**config.mk**
```make
export PLATFORM = sky130hd
export DESIGN_NAME = vga_scanout
export DESIGN_NICKNAME = d
export VERILOG_FILES = /design/src/rtl/vga_scanout_pkg.sv /design/src/rtl/vga_axis_counter.sv /design/src/rtl/vga_scanout.sv
export SDC_FILE = /design/constraint.sdc
export NUM_CORES = 1
export LEC_CHECK = 0
export ABC_AREA = 1
export CORE_MARGIN = 1
export CORE_UTILIZATION = 44
export CTS_BUF_LIST = sky130_fd_sc_hd__clkbuf_8 sky130_fd_sc_hd__clkbuf_16
export DETAILED_ROUTE_END_ITERATION = 6
export MAX_ROUTING_LAYER = met4
export PLACE_DENSITY = 0.69
export SKIP_CTS_REPAIR_TIMING = 1
export SLEW_MARGIN = 20
export SYNTH_ARGS = -nofsm -noshare
export SYNTH_HDL_FRONTEND = slang
export SYNTH_HIERARCHICAL = 1
export SYNTH_SLANG_ARGS = --single-unit
```
**constraint.sdc**
```tcl
create_clock -name sysclk -period 4.4 [get_ports sysclk]
set_clock_uncertainty 0.2 [all_clocks]
set_input_delay 0.88 -clock sysclk [delete_from_list [all_inputs] [get_ports sysclk]]
set_output_delay 0.88 -clock sysclk [all_outputs]
set_load 0.01 [all_outputs]
```
**src/rtl/vga_scanout_pkg.sv**
```systemverilog
// vga_scanout_pkg: raster timing defaults and helpers shared by the scan-out engine.
package vga_scanout_pkg;
  localparam int CNT_W        = 10;
  localparam int DEF_CLK_DIV  = 2;
  localparam int DEF_H_ACTIVE = 640;
  localparam int DEF_H_FP     = 16;
  localparam int DEF_H_SYNC   = 96;
  localparam int DEF_H_BP     = 48;
  localparam int DEF_V_ACTIVE = 480;
  localparam int DEF_V_FP     = 10;
  localparam int DEF_V_SYNC   = 2;
  localparam int DEF_V_BP     = 33;

  function automatic int axis_total(input int sync, input int bp, input int active, input int fp);
    return sync + bp + active + fp;
  endfunction

  localparam int DEF_H_TOTAL = axis_total(DEF_H_SYNC, DEF_H_BP, DEF_H_ACTIVE, DEF_H_FP);
  localparam int DEF_V_TOTAL = axis_total(DEF_V_SYNC, DEF_V_BP, DEF_V_ACTIVE, DEF_V_FP);
  // Active window bounds, referenced to sync start, for the GPU's coordinate mapping.
  localparam int DEF_H_ACT_LO = DEF_H_SYNC + DEF_H_BP;
  localparam int DEF_V_ACT_LO = DEF_V_SYNC + DEF_V_BP;
endpackage

```
**src/rtl/vga_axis_counter.sv**
```systemverilog
// vga_axis_counter: one raster axis (sync, back porch, active, front porch), counted from sync start.
module vga_axis_counter
  import vga_scanout_pkg::*;
#(
  parameter int SYNC   = DEF_H_SYNC,
  parameter int BP     = DEF_H_BP,
  parameter int ACTIVE = DEF_H_ACTIVE,
  parameter int FP     = DEF_H_FP
) (
  input  logic             sysclk,
  input  logic             rst_n,
  input  logic             en,
  output logic [CNT_W-1:0] count,
  output logic             wrap,
  output logic             sync_raw,
  output logic             active
);
  localparam logic [CNT_W-1:0] LAST     = CNT_W'(axis_total(SYNC, BP, ACTIVE, FP) - 1);
  localparam logic [CNT_W-1:0] SYNC_END = CNT_W'(SYNC);
  localparam logic [CNT_W-1:0] ACT_LO   = CNT_W'(SYNC + BP);
  localparam logic [CNT_W-1:0] ACT_HI   = CNT_W'(SYNC + BP + ACTIVE);
  logic [CNT_W-1:0] r_count;
  always_ff @(posedge sysclk or negedge rst_n)
    if (!rst_n) r_count <= '0;
    else if (en) r_count <= wrap ? '0 : r_count + 1'b1;
  assign count    = r_count;
  assign wrap     = r_count == LAST;
  assign sync_raw = r_count < SYNC_END;
  assign active   = r_count >= ACT_LO && r_count < ACT_HI;
endmodule

```
**src/rtl/vga_scanout.sv**
```systemverilog
// vga_scanout: VGA raster timing and scan-out; issues {h,v} to the GPU and drives syncs/RGB
// one pixel later so colour and syncs leave aligned.
module vga_scanout
  import vga_scanout_pkg::*;
#(
  parameter int CLK_DIV  = DEF_CLK_DIV,
  parameter int H_ACTIVE = DEF_H_ACTIVE,
  parameter int H_FP     = DEF_H_FP,
  parameter int H_SYNC   = DEF_H_SYNC,
  parameter int H_BP     = DEF_H_BP,
  parameter int V_ACTIVE = DEF_V_ACTIVE,
  parameter int V_FP     = DEF_V_FP,
  parameter int V_SYNC   = DEF_V_SYNC,
  parameter int V_BP     = DEF_V_BP,
  parameter bit SYNC_POL = 1'b0
) (
  input  logic        sysclk,
  input  logic        rst_n,
  input  logic [2:0]  display_data,
  output logic [19:0] display_addr,
  output logic        pixel_tick,
  output logic        hsync,
  output logic        vsync,
  output logic [2:0]  vga_rgb,
  output logic        frame_start
);
  localparam logic [3:0] DIV_LAST = 4'(CLK_DIV - 1);
  logic [3:0]       r_div;
  logic             r_tick, r_hsync, r_vsync;
  logic [2:0]       r_rgb;
  logic [CNT_W-1:0] w_h, w_v;
  logic             w_h_wrap, w_v_wrap, w_h_sync, w_v_sync, w_h_act, w_v_act;
  vga_axis_counter #(.SYNC(H_SYNC), .BP(H_BP), .ACTIVE(H_ACTIVE), .FP(H_FP)) u_h (
    .sysclk(sysclk), .rst_n(rst_n), .en(r_tick), .count(w_h),
    .wrap(w_h_wrap), .sync_raw(w_h_sync), .active(w_h_act)
  );
  vga_axis_counter #(.SYNC(V_SYNC), .BP(V_BP), .ACTIVE(V_ACTIVE), .FP(V_FP)) u_v (
    .sysclk(sysclk), .rst_n(rst_n), .en(r_tick & w_h_wrap), .count(w_v),
    .wrap(w_v_wrap), .sync_raw(w_v_sync), .active(w_v_act)
  );
  // Output stage samples the pixel being left, so RGB/syncs trail display_addr by one pixel.
  always_ff @(posedge sysclk or negedge rst_n)
    if (!rst_n) begin
      r_div   <= '0;
      r_tick  <= 1'b0;
      r_hsync <= ~SYNC_POL;
      r_vsync <= ~SYNC_POL;
      r_rgb   <= 3'b000;
    end else begin
      r_div  <= (r_div == DIV_LAST) ? '0 : r_div + 1'b1;
      r_tick <= r_div == DIV_LAST;
      if (r_tick) begin
        r_rgb   <= (w_h_act && w_v_act) ? display_data : 3'b000;
        r_hsync <= w_h_sync ? SYNC_POL : ~SYNC_POL;
        r_vsync <= w_v_sync ? SYNC_POL : ~SYNC_POL;
      end
    end
  assign display_addr = {w_h, w_v};
  assign pixel_tick   = r_tick;
  assign hsync        = r_hsync;
  assign vsync        = r_vsync;
  assign vga_rgb      = r_rgb;
  assign frame_start  = r_tick & w_h_wrap & w_v_wrap;
endmodule
```
Word level (Yosys, flattened, before mapping)

Cells that the tools add are included.

Register bits after elaboration: 30
Bits of input ports: 5

$add $sub $neg: 3
$lt $le $gt $ge: 6
Eq/ne operators: 3
Muxes and demuxes: 6
Bitwise gates (word level): 2
Reductions and logical operators: 3

Operators by type and width:

| operator                                                            | number |
|---|---|
| adder 10 x 1 -> 10 bit (second input constant)                      | 2 |
| == test 10 bit (second input constant)                              | 2 |
| < comparator 10 bit (second input constant)                         | 2 |
| 2-to-1 mux 10 bit                                                   | 2 |
| greater-or-equal comparator 10 x 6 -> 1 bit (second input constant) | 1 |
| greater-or-equal comparator 10 x 8 -> 1 bit (second input constant) | 1 |
| < comparator 10 x 2 -> 1 bit (second input constant)                | 1 |
| < comparator 10 x 7 -> 1 bit (second input constant)                | 1 |
| adder 4 x 1 -> 4 bit (second input constant)                        | 1 |
| == test 4 x 1 -> 1 bit (second input constant)                      | 1 |
| 2-to-1 mux 4 bit                                                    | 1 |
| logical AND 1 bit                                                   | 3 |
| 2-to-1 mux 3 bit                                                    | 1 |
| bitwise AND 1 bit                                                   | 2 |
| 2-to-1 mux 1 bit                                                    | 2 |

Depth between registers and ports, before layout

Depth in word-level cells: 4
Mapped depth: 12
Mapped depth without buffers: 12

By module

Netlist, hierarchy kept.

Modules (own cells, without submodules):

| module                  | times used | cells each | area each (µm²) | sequential area each (µm²) |
|---|---|---|---|---|
| vga_axis_counter at u_h | 1          | 89         | 664.4           | 250.2 |
| vga_axis_counter at u_v | 1          | 85         | 643.1           | 250.2 |
| vga_scanout             | 1          | 46         | 401.6           | 252.7 |

Worst setup path before layout

No wires, ideal clock.

Path type: register -> output
From: reg u_v.r_count[0] (netlist: u_v/count[0])
To: out frame_start
Arrival time: 1.235 ns
Required time: 3.320 ns
Setup slack: 2.085 ns
Cell stages (with the launch flop): 7
Path through: dfrtp_1 inv_1 ha_1 nand3_1 nor4_1 inv_1 nor2_1

Cells in the longest elaborated chain, start to end: 2

RTL lines:

| what                   | line                   | RTL |
|---|---|---|
| start, declared        | vga_axis_counter.sv:22 | `logic [CNT_W-1:0] r_count;` |
| start signal, assigned | vga_axis_counter.sv:25 | `else if (en) r_count <= wrap ? '0 : r_count + 1'b1;` |
| == test 10 bit         | vga_axis_counter.sv:27 | `assign wrap = r_count == LAST;` |
| via w_v_wrap           | vga_scanout.sv:32      | `logic w_h_wrap, w_v_wrap, w_h_sync, w_v_sync, w_h_act, w_v_act;` |
| bitwise AND 1 bit      | vga_scanout.sv:63      | `assign frame_start = r_tick & w_h_wrap & w_v_wrap;` |
| end, declared          | vga_scanout.sv:25      | `output logic frame_start` |

The timed path passes the listed nets, and every way through them passes these cells.

Final worst setup path

Ends and elaborated chain as after synthesis.

==> qor.json <==
{
  "design_power_total": {"value": 0.510, "unit": "mW"},
  "maxClockFrequency": {"value": 320, "unit": "MHz"},
  "detail_route.vias_per_cell": {"value": 4.64},
  "post_layout_util": {"value": 58.6, "unit": "%"},
  "finalWorstSetupSlack": {"value": 1.27, "unit": "ns"},
  "average_cell_area_after_synthesis": {"value": 7.77, "unit": "um^2"},
  "netlist_top_cells_area": {"value": "sky130_fd_sc_hd__dfrtp_1 (41%), sky130_fd_sc_hd__nand2_1 (11%), sky130_fd_sc_hd__inv_1 (9.2%), sky130_fd_sc_hd__nor2_1 (4.6%), sky130_fd_sc_hd__xor2_1 (4.6%)"},
  "fin_max_slew_vios": {"value": 0},
  "dieWidth": {"value": 64.3, "unit": "um"},
  "ys_seq_area_share": {"value": 44.1, "unit": "%"},
  "synth_most_common_cell": {"value": "sky130_fd_sc_hd__nand2_1"},
  "post-synth-top-area-cell": {"value": "sky130_fd_sc_hd__dfrtp_1"},
  "required": {"value": 3.32, "unit": "ns"},
  "setup_viol": {"value": 0},
  "count_of_mapped_cells_out_of_synthesis": {"value": 220},
  "antenna_left": {"value": 0},
  "placed_cell_area": {"value": 2070, "unit": "um^2"},
  "synth_top_flop_cell": {"value": "sky130_fd_sc_hd__dfrtp_1"},
  "fin_hold_ws": {"value": 0.283, "unit": "ns"},
  "timing.critical_path.from": {"value": "u_v/count[0]$_DFFE_PN0P_"},
  "dr_total_vias": {"value": 1420},
  "synth_fp_nets": {"value": 229},
  "track_usage": {"value": 18.2, "unit": "%"},
  "placement.setup.worst_slack": {"value": 1.57, "unit": "ns"},
  "drt-total-wl": {"value": 3250, "unit": "um"},
  "yosys_warnings": {"value": 6},
  "tightest_slew": {"value": 0.509, "unit": "ns"},
  "rsz0062_at_grt": {"value": "false"},
  "nets": {"value": 266},
  "hold_class": {"value": "reg -> reg"},
  "worst_setup_hold_path_clk_slew": {"value": 0.07, "unit": "ns"},
  "hold_viol": {"value": 0},
  "rr_worst_depth": {"value": 11},
  "power.density": {"value": 236, "unit": "nW/um^2"},
  "layoutNonFillerInstCount": {"value": 306},
  "totalNegativeSetupSlack": {"value": 0, "unit": "ns"},
  "fp.dieArea": {"value": 4140, "unit": "um^2"},
  "cts_sinks": {"value": 30},
  "cts_inserted_buffers": {"value": 5},
  "run_status": {"value": "complete, no violations"},
  "place.detailed.instances": {"value": 298},
  "fp-row-count": {"value": 22},
  "ys_types": {"value": 25},
  "synthTopCellsByCount": {"value": "sky130_fd_sc_hd__nand2_1 (52), sky130_fd_sc_hd__inv_1 (42), sky130_fd_sc_hd__dfrtp_1 (28)"},
  "timing.reg2reg.setup_slack": {"value": 2.27, "unit": "ns"},
  "floorplan.initialDensity": {"value": 46.3, "unit": "%"},
  "critical_path.startpoint_type": {"value": "flip-flop"},
  "final_cell_area": {"value": 2160, "unit": "um^2"},
  "cp-endpoint": {"value": "frame_start"},
  "yosys.area.top_type_share": {"value": 41.0, "unit": "%"},
  "peakVddDrop": {"value": 193, "unit": "uV"},
  "cts-htree-levels": {"value": 2},
  "tritoncts": {"value": "yes"},
  "finalWeightedCongestion": {"value": 0.794},
  "core_area": {"value": 3690, "unit": "um^2"},
  "post_synth_instance_area": {"value": 1710, "unit": "um^2"},
  "drt_first_pass_iters": {"value": 4},
  "route.detailed.drc": {"value": 0},
  "clk_path_buf_depth": {"value": 2},
  "post-route-min-period": {"value": 3.13, "unit": "ns"},
  "worst_ep_arrival_time": {"value": 2.05, "unit": "ns"},
  "drv_cap": {"value": 0},
  "die_h": {"value": 64.3, "unit": "um"},
  "synth_enable_flop_cells": {"value": 0},
  "portBuffers": {"value": 31},
  "floorplan.io_pins": {"value": 32},
  "regToRegStartpoint": {"value": "u_h/count[0]$_DFFE_PN0P_"},
  "detailed_place_hpwl": {"value": 2360, "unit": "um"},
  "async_flop_share": {"value": 100, "unit": "%"},
  "timing.critical_path.fanout_max": {"value": 5},
  "antenna-diode-count": {"value": 0},
  "post_drt_wl_per_cell": {"value": 10.6, "unit": "um"},
  "grt_pass1_wl": {"value": 5590, "unit": "um"},
  "setup.worst_path.end_class": {"value": "output pin"},
  "ys_seq_elements": {"value": 30},
  "grt_start_max_net_pins": {"value": 31},
  "regToRegEndpoint": {"value": "u_v/count[6]$_DFFE_PN0P_"},
  "drive_above_1_share": {"value": 10.5, "unit": "%"},
  "criticalPathCategory": {"value": "reg -> out"},
  "synthToLayoutAreaGrowth": {"value": 26.5, "unit": "%"},
  "initialDrtViolationCount": {"value": 46},
  "leakage": {"value": 1.07, "unit": "nW"},
  "first_global_vias": {"value": 1300},
  "period_share": {"value": 71.1, "unit": "%"},
  "insertion_delay": {"value": 0.28, "unit": "ns"},
  "cts_root_buffer": {"value": "sky130_fd_sc_hd__clkbuf_8"},
  "grt_overflow": {"value": 0},
  "antenna_found_initial": {"value": 0},
  "relSlewSlack": {"value": 66.1, "unit": "%"}
}
-- cells in the final DEF, fill, tap and decap left out, types with 2 or more instances in the layout --
| cell type | count |
|---|---|
| sky130_fd_sc_hd__ha_1 | 4 |
| sky130_fd_sc_hd__inv_1 | 43 |
| sky130_fd_sc_hd__nand2_1 | 52 |
| sky130_fd_sc_hd__xnor2_1 | 2 |
| sky130_fd_sc_hd__clkbuf_8 | 6 |
| sky130_fd_sc_hd__dfrtp_1 | 28 |
| sky130_fd_sc_hd__nor4_1 | 2 |
| sky130_fd_sc_hd__nand3_2 | 5 |
| sky130_fd_sc_hd__nor2_4 | 3 |
| sky130_fd_sc_hd__o21ai_0 | 10 |
| sky130_fd_sc_hd__nand3_1 | 15 |
| sky130_fd_sc_hd__nor2_2 | 4 |
| sky130_fd_sc_hd__xor2_1 | 9 |
| sky130_fd_sc_hd__nor2_1 | 21 |
| sky130_fd_sc_hd__clkdlybuf4s50_1 | 31 |
| sky130_fd_sc_hd__nand2_2 | 3 |
| sky130_fd_sc_hd__nor2b_1 | 2 |
| sky130_fd_sc_hd__dfstp_2 | 2 |
| sky130_fd_sc_hd__nand4_1 | 7 |
| sky130_fd_sc_hd__a21oi_1 | 2 |
-- worst min path at each step --
stage	startpoint	end	slack [ns]	depth (start not counted)
detailed placement	r_div[3]$_DFF_PN0_	r_div[3]$_DFF_PN0_	0.27	2
floorplan	r_div[3]$_DFF_PN0_	r_div[3]$_DFF_PN0_	0.25	2
finish	r_div[3]$_DFF_PN0_	r_div[3]$_DFF_PN0_	0.28	2
global placement	vga_rgb[1]$_DFFE_PN0P_	vga_rgb[1]$_DFFE_PN0P_	0.27	2
CTS	r_div[3]$_DFF_PN0_	r_div[3]$_DFF_PN0_	0.29	2
global route	r_div[3]$_DFF_PN0_	r_div[3]$_DFF_PN0_	0.30	2
-- power breakdown --
| part | switching (mW) | total, mW | internal, mW | leakage [nW] |
|---|---|---|---|---|
| logic | 0.00551 | 0.00917 | 0.00366 | 0.620 |
| clock network | 0.101 | 0.225 | 0.124 | 0.0524 |
| registers | 0 | 0.276 | 0.276 | 0.397 |
| total | 0.107 | 0.510 | 0.403 | 1.07 |
-- sequential cells by signal, indices dropped and copies added (netlist names) --
register	cells
u_h/count	10
u_v/count	10
pixel_tick	1
hsync	1
r_div	4
vsync	1
vga_rgb	3
-- cell type report --
| class | instances | area [um^2] |
|---|---|---|
| clock buffer | 6 | 82.6 |
| fill | 371 | 1530 |
| tap | 48 | 60.1 |
| multi-input combinational | 145 | 778 |
| clock inverter | 2 | 8.76 |
| inverter | 43 | 161 |
| timing repair buffer | 32 | 318 |
| sequential | 30 | 753 |
-- layer usage --
layer | vias up | track usage (%) | wire length (um)
met5 | - | - | 0
met4 | 0 | 8.33 | 31
met3 | 2 | 5.18 | 143
met2 | 33 | 27.8 | 1430
met1 | 637 | 22.3 | 1640
li1 | 748 | - | -
-- worst max-delay path: stages (launching register included) --
cell	delay, ns
sky130_fd_sc_hd__dfrtp_1	0.43
sky130_fd_sc_hd__inv_1	0.12
sky130_fd_sc_hd__ha_1	0.17
sky130_fd_sc_hd__nand3_1	0.10
sky130_fd_sc_hd__nor4_1	0.23
sky130_fd_sc_hd__inv_1	0.06
sky130_fd_sc_hd__nor2_1	0.11
sky130_fd_sc_hd__clkdlybuf4s50_1	0.56
-- cells by family after synthesis --
| family | count (synthesis) | share of synthesized area, % |
|---|---|---|
| flip-flops | 30 | 44.1 |
| AO/OA/AOI/OAI | 12 | 3.51 |
| AND/OR/NAND/NOR | 118 | 33.5 |
| XOR/XNOR | 11 | 5.64 |
| adder cells (fa/ha/maj) | 4 | 2.93 |
| buffers and inverters | 45 | 10.4 |
(Power assumes the default switching activity.)
==> RTL edit 1: new RTL, same flow settings <==
Add an input register stage for `display_data`, cleared by the reset; this delays it by one clock.
--- a/src/rtl/vga_scanout.sv
+++ b/src/rtl/vga_scanout.sv
@@ -25,6 +25,17 @@
   output logic        frame_start
 );
   localparam logic [3:0] DIV_LAST = 4'(CLK_DIV - 1);
+
+  logic [2:0] display_data_q;
+
+  always_ff @(posedge sysclk or negedge rst_n) begin
+      if (!rst_n) begin
+          display_data_q <= '0;
+      end else begin
+          display_data_q <= display_data;
+      end
+  end
+
   logic [3:0]       r_div;
   logic             r_tick, r_hsync, r_vsync;
   logic [2:0]       r_rgb;
@@ -50,7 +61,7 @@
       r_div  <= (r_div == DIV_LAST) ? '0 : r_div + 1'b1;
       r_tick <= r_div == DIV_LAST;
       if (r_tick) begin
-        r_rgb   <= (w_h_act && w_v_act) ? display_data : 3'b000;
+        r_rgb   <= (w_h_act && w_v_act) ? display_data_q : 3'b000;
         r_hsync <= w_h_sync ? SYNC_POL : ~SYNC_POL;
         r_vsync <= w_v_sync ? SYNC_POL : ~SYNC_POL;
       end
Behaviour: no difference found for any inputs over 10 cycles, from zero or initial values and one cycle with rst_n low; that may be too few to reach the edited logic, so the function may still have changed.
==> RTL edit 1 against the unedited design <==
Non-clock buffer count is the same. Critical path depth is the same. Sequential cell count grew 3. Worst setup slack lost 0.043 ns. Area after synthesis grew 4.4%. Wire length grew 5.2%. Final area grew 3.9%. Power grew 11%. Largest cell class is now sequential cells. Critical path type unchanged.
==> RTL edit 1: results (changes against the unedited design) <==
GRT
  – Total global-route track usage: 18.82% (+0.61 points)
  – Initial antenna violation count: 0 (unchanged)
  – Pin count of the biggest net entering global routing: 34 (+9.7%)
  – Global-route wire length before repair: 5.685 mm (+1.7%)
  – Vias in the first global route: 1,261 (-3.0%)

Cells and area
  – # nets final: 269 (+1.1%)
  – Share of cells above drive strength 1: 10.73% (+0.26 points)
  – N_diodes: 0 (unchanged)

Critical path
  – CP Max Fanout: 4 (-1)
  – R2R depth: 11 (unchanged)
  – Max incr delay on CP: about 0.55 ns
  – R2R Setup Slk: 2.20 ns (-0.07 ns)
  – Reg-to-reg startpoint: u_h/count[1]$_DFFE_PN0P_
  – Arr. time, crit path: 2.09 ns (+0.04 ns)
  – Crit path max-delay family: buffers and inverters
  – Crit path max-delay cell type: clkdlybuf4s50_1
  – Reg2reg end: u_v/count[6]$_DFFE_PN0P_

Logic synthesis
  – YS warnings: 6 (unchanged)
  – Synth area leader: dfrtp_1
  – Sequential area share after synthesis: 46.42% (+2.4 points)
  – Unique masters post-synth: 25 (unchanged)
  – Ys async rst share: 100.0% (unchanged)
  – Largest cells by area after synthesis: dfrtp_1 43%, nand2_1 11%, inv_1 8.8%
  – Syn Inst Count: 223 (+1.4%)
  – Syn_nets: 232 (+1.3%)
  – Top cells by count, synth: 52 x nand2_1, 42 x inv_1, 31 x dfrtp_1, 21 x nor2_1, 15 x nand3_1

Hold path
  – WHS Path Cells: 2 (unchanged)
  – Hold endpoint: r_div[3]$_DFF_PN0_
  – Min-delay src: r_div[3]$_DFF_PN0_
  – Worst min-delay path category: flop to flop

Placed design
  – Placed Cells: 301 (+1.0%)
  – Area of placed instances: 2146 um^2 (+3.6%)
  – Placement Setup Slack: 1.532 ns (-0.03515 ns)
  – GPL Wtd Cong: 0.8742 (+10%)
  – Detailed Place HPWL: 2.478 mm (+5.1%)
  – Buffers added on ports: 31 (unchanged)

STA
  – Worst hold slack: 0.2807 ns (-0.002608 ns)
  – Worst-margin pin slew: 0.4991 ns (-0.01010 ns)

Clock network
  – Clock slew at reported path FFs: 0.07 ns (about the same)
  – CTS buffer count: 5 (unchanged)
  – CTS root buf: clkbuf_8
  – Clock Latency Late Sink: between 0.2 and 0.3 ns
  – Clk buf depth: 2 (unchanged)
  – # H-tree levels: 2 (unchanged)

Detailed routing
  – DR WL/cell: 11.06 um (+4.1%)
  – Initial DRC Count: 128 (+180%)
  – Vias/cell: 4.751 (+2.4%)
  – DR pass1 iterations: 5 (+1)
  – Routed wire length: 3.419 mm (+5.2%)

Run status
  – Status: complete, no violations

Power and ir drop
  – Leakage: 1.106 nW (+3.4%)
  – VDD IR-drop max: 0.0001950 V (+0.87%)
[RTL edit 1: cell count changes after synthesis, sizes merged]
cell	before	now
dfrtp	28	31
[RTL edit 1: report_power, final]
part,internal [mW],switching [mW],leakage [nW]
logic,0.00365,0.00596,0.619
registers,0.305,0.000376,0.432
clock network,0.141,0.112,0.0542
[RTL edit 1: routing by layer]
layer  wire length, um  global-route usage (%)  vias up
met1              1736                   25.14      677
met3               119                   4.688        8
met2              1470                   25.00       24
li1                  -                       -      759
met5                 0                       -        -
met4                93                   12.23        0
[RTL edit 1: logic make-up after synthesis]
kind of cell | Yosys count | synth area share (%)
AOI/OAI and AO/OA | 12 | 3.366
xor gates and xnor gates | 11 | 5.400
adders and majority gates | 4 | 2.805
buffers and inverters | 45 | 9.957
DFF | 33 | 46.42
and+or+nand+nor | 118 | 32.05
[RTL edit 1: how the worst max path moves through the flow]
stage	endpoint	startpoint	slack [ns]
final	frame_start	u_h/count[1]$_DFFE_PN0P_	1.23
after global routing	frame_start	u_v/count[0]$_DFFE_PN0P_	1.06
after CTS	frame_start	u_v/count[0]$_DFFE_PN0P_	1.20
after global placement	frame_start	u_v/count[0]$_DFFE_PN0P_	1.60
after detailed placement	frame_start	u_v/count[0]$_DFFE_PN0P_	1.53
after floorplan	frame_start	u_v/count[0]$_DFFE_PN0P_	2.09
[RTL edit 1: area by class of cell]
type	instances	area, um^2
tap	48	60.06
fill	355	1524
multi-input combinational	145	778.2
clock buffer	7	96.34
clock inverter	1	5.005
timing repair buffer	32	317.8
inverter	43	161.4
sequential	33	828.3
[RTL edit 1: worst min-delay path: stages (launching register included)]
cell,delay (ns)
dfrtp_1,0.34
nand2_1,0.05
nand2_1,0.06
==> RTL edit 2: new RTL, config.mk and constraints unchanged <==
Without the edit above. The parameter `SYNC_POL` goes from 1'b0 to 1'b1.
--- a/src/rtl/vga_scanout.sv
+++ b/src/rtl/vga_scanout.sv
@@ -12,7 +12,7 @@
   parameter int V_FP     = DEF_V_FP,
   parameter int V_SYNC   = DEF_V_SYNC,
   parameter int V_BP     = DEF_V_BP,
-  parameter bit SYNC_POL = 1'b0
+  parameter bit SYNC_POL = 1'b1
 ) (
   input  logic        sysclk,
   input  logic        rst_n,
Function: changed (Yosys sat finds a counterexample within 4 cycles, from zero or initial values and one cycle with rst_n low).
==> RTL edit 2 against the unedited design <==
Wire length rose by 3.5%. Worst setup slack got worse by 0.0083 ns. Power shrank 4.8%. Register-to-register slack worse by 0.02 ns. Final area fell by 0.46%. Area after synthesis grew 0.15%. Sequential cell count stayed put. Maximum frequency down 0.27%. Synthesized cell count increased by 0.91%. Hold slack worse by 0.016 ns. Largest power group unchanged.
==> RTL edit 2: results (changes against the unedited design) <==
Run status
  – Status: complete, no violations

Cells and area
  – Share of cells above drive strength 1: 9.653% (-0.81 points)
  – FF+latch count: 30 (unchanged)
  – # nets final: 268 (+0.75%)
  – Final instance area: 2152 um^2 (-0.46%)
  – NonClk Buf Share: 14.77% (+0.068 points)
  – Multi-input logic portion of the cell area: 36.40% (+0.40 points)
  – Sequential Area: 750.7 um^2 (-0.33%)
  – Fillers: 356 (-4.0%)
  – Multi-In Gates: 147 (+1.4%)

Hold path
  – Worst min-delay path category: flop to flop

Power and ir drop
  – Sw frac: 20.68% (-0.29 points)
  – Clock share of power: 41.3% (-2.8 points)
  – VDD IR-drop max: 0.0002353 V (+22%)
  – Leakage: 1.071 nW (+0.18%)
  – P_comb: 0.00935 mW (+2%)
  – Power per cell area: 225.7 nW/um^2 (-4.3%)

Logic synthesis
  – Sequential area share after synthesis: 43.86% (-0.21 points)
  – Largest cells by area after synthesis: dfrtp_1 44%, nand2_1 12%, inv_1 9.2%
  – Syn Area/Cell: 7.710 um^2 (-0.76%)
  – Synth Area in Compound Gates: 2.924% (-0.59 points)
  – Multiplexer area fraction after synthesis: 0% (unchanged)
  – Top cells by count, synth: 56 x nand2_1, 42 x inv_1, 30 x dfrtp_1, 21 x nor2_1, 15 x nand3_1
  – Synth Area in Adders: 2.924% (-0.0043 points)
  – Syn_nets: 231 (+0.87%)
  – Post-Synth XOR/XNOR Area: 5.629% (-0.0082 points)
  – Ys async rst share: 100.0% (unchanged)

Placed design
  – Detailed Place HPWL: 2.546 mm (+7.9%)
  – GPL Wtd Cong: 0.9401 (+18%)
  – Placement Setup Slack: 1.564 ns (-0.003910 ns)
  – Area of placed instances: 2073 um^2 (+0.12%)
  – Placed Cells: 300 (+0.67%)

Floorplan
  – Die footprint: 4144 um^2 (+0.14%)

Critical path
  – Arr. time, crit path: 2.06 ns
  – R2R depth: 10 (-1)
  – R2R Setup Slk: 2.25 ns (-0.02 ns)
  – Worst Setup SP: u_v/count[1]$_DFFE_PN0P_
  – CP Max Fanout: 6 (+1)
  – Reg2reg end: u_v/count[8]$_DFFE_PN0P_
  – Reg-to-reg startpoint: u_h/count[1]$_DFFE_PN0P_

Detailed routing
  – Met2 wire length: 1.534 mm (+7.0%)
  – DR WL/cell: 10.96 um (+3.2%)
  – Met1 WL: 1.634 mm (-0.49%)
  – Routed wire length: 3.365 mm (+3.5%)
  – Initial DRC Count: 61 (+33%)

GRT
  – Pin count of the biggest net entering global routing: 20 (-35%)
  – Global-route wire length before repair: 5.644 mm (+0.98%)
  – Met1 Use GR: 23.85% (+1.6 points)
  – GRT met3 Usage: 5.893% (+0.71 points)
  – Vias in the first global route: 1,267 (-2.5%)
  – Total global-route track usage: 18.23% (about the same)

STA
  – Worst-margin pin slew: 0.8583 ns (+0.3491 ns)

Clock network
  – CTS root buf: clkbuf_8
-- RTL edit 2: changes by cell type in the layout (fill, tap and decap cells not counted), sizes merged --
cell | unedited run | this run
dfrtp | 28 | 30
clkbuf | 6 | 5
inv | 44 | 43
o21ai | 10 | 8
dfstp | 2 | 0
clkinv | 1 | 2
nand2 | 55 | 59
-- RTL edit 2: worst min path at each step --
| stage | startpoint | endpoint | slack, ns |
|---|---|---|---|
| CTS | vsync$_DFFE_PN0P_ | vsync$_DFFE_PN0P_ | 0.27 |
| global route | vsync$_DFFE_PN0P_ | vsync$_DFFE_PN0P_ | 0.29 |
| floorplan | r_div[3]$_DFF_PN0_ | r_div[3]$_DFF_PN0_ | 0.25 |
| global placement | vsync$_DFFE_PN0P_ | vsync$_DFFE_PN0P_ | 0.25 |
| detailed placement | vsync$_DFFE_PN0P_ | vsync$_DFFE_PN0P_ | 0.26 |
| finish | vsync$_DFFE_PN0P_ | vsync$_DFFE_PN0P_ | 0.27 |
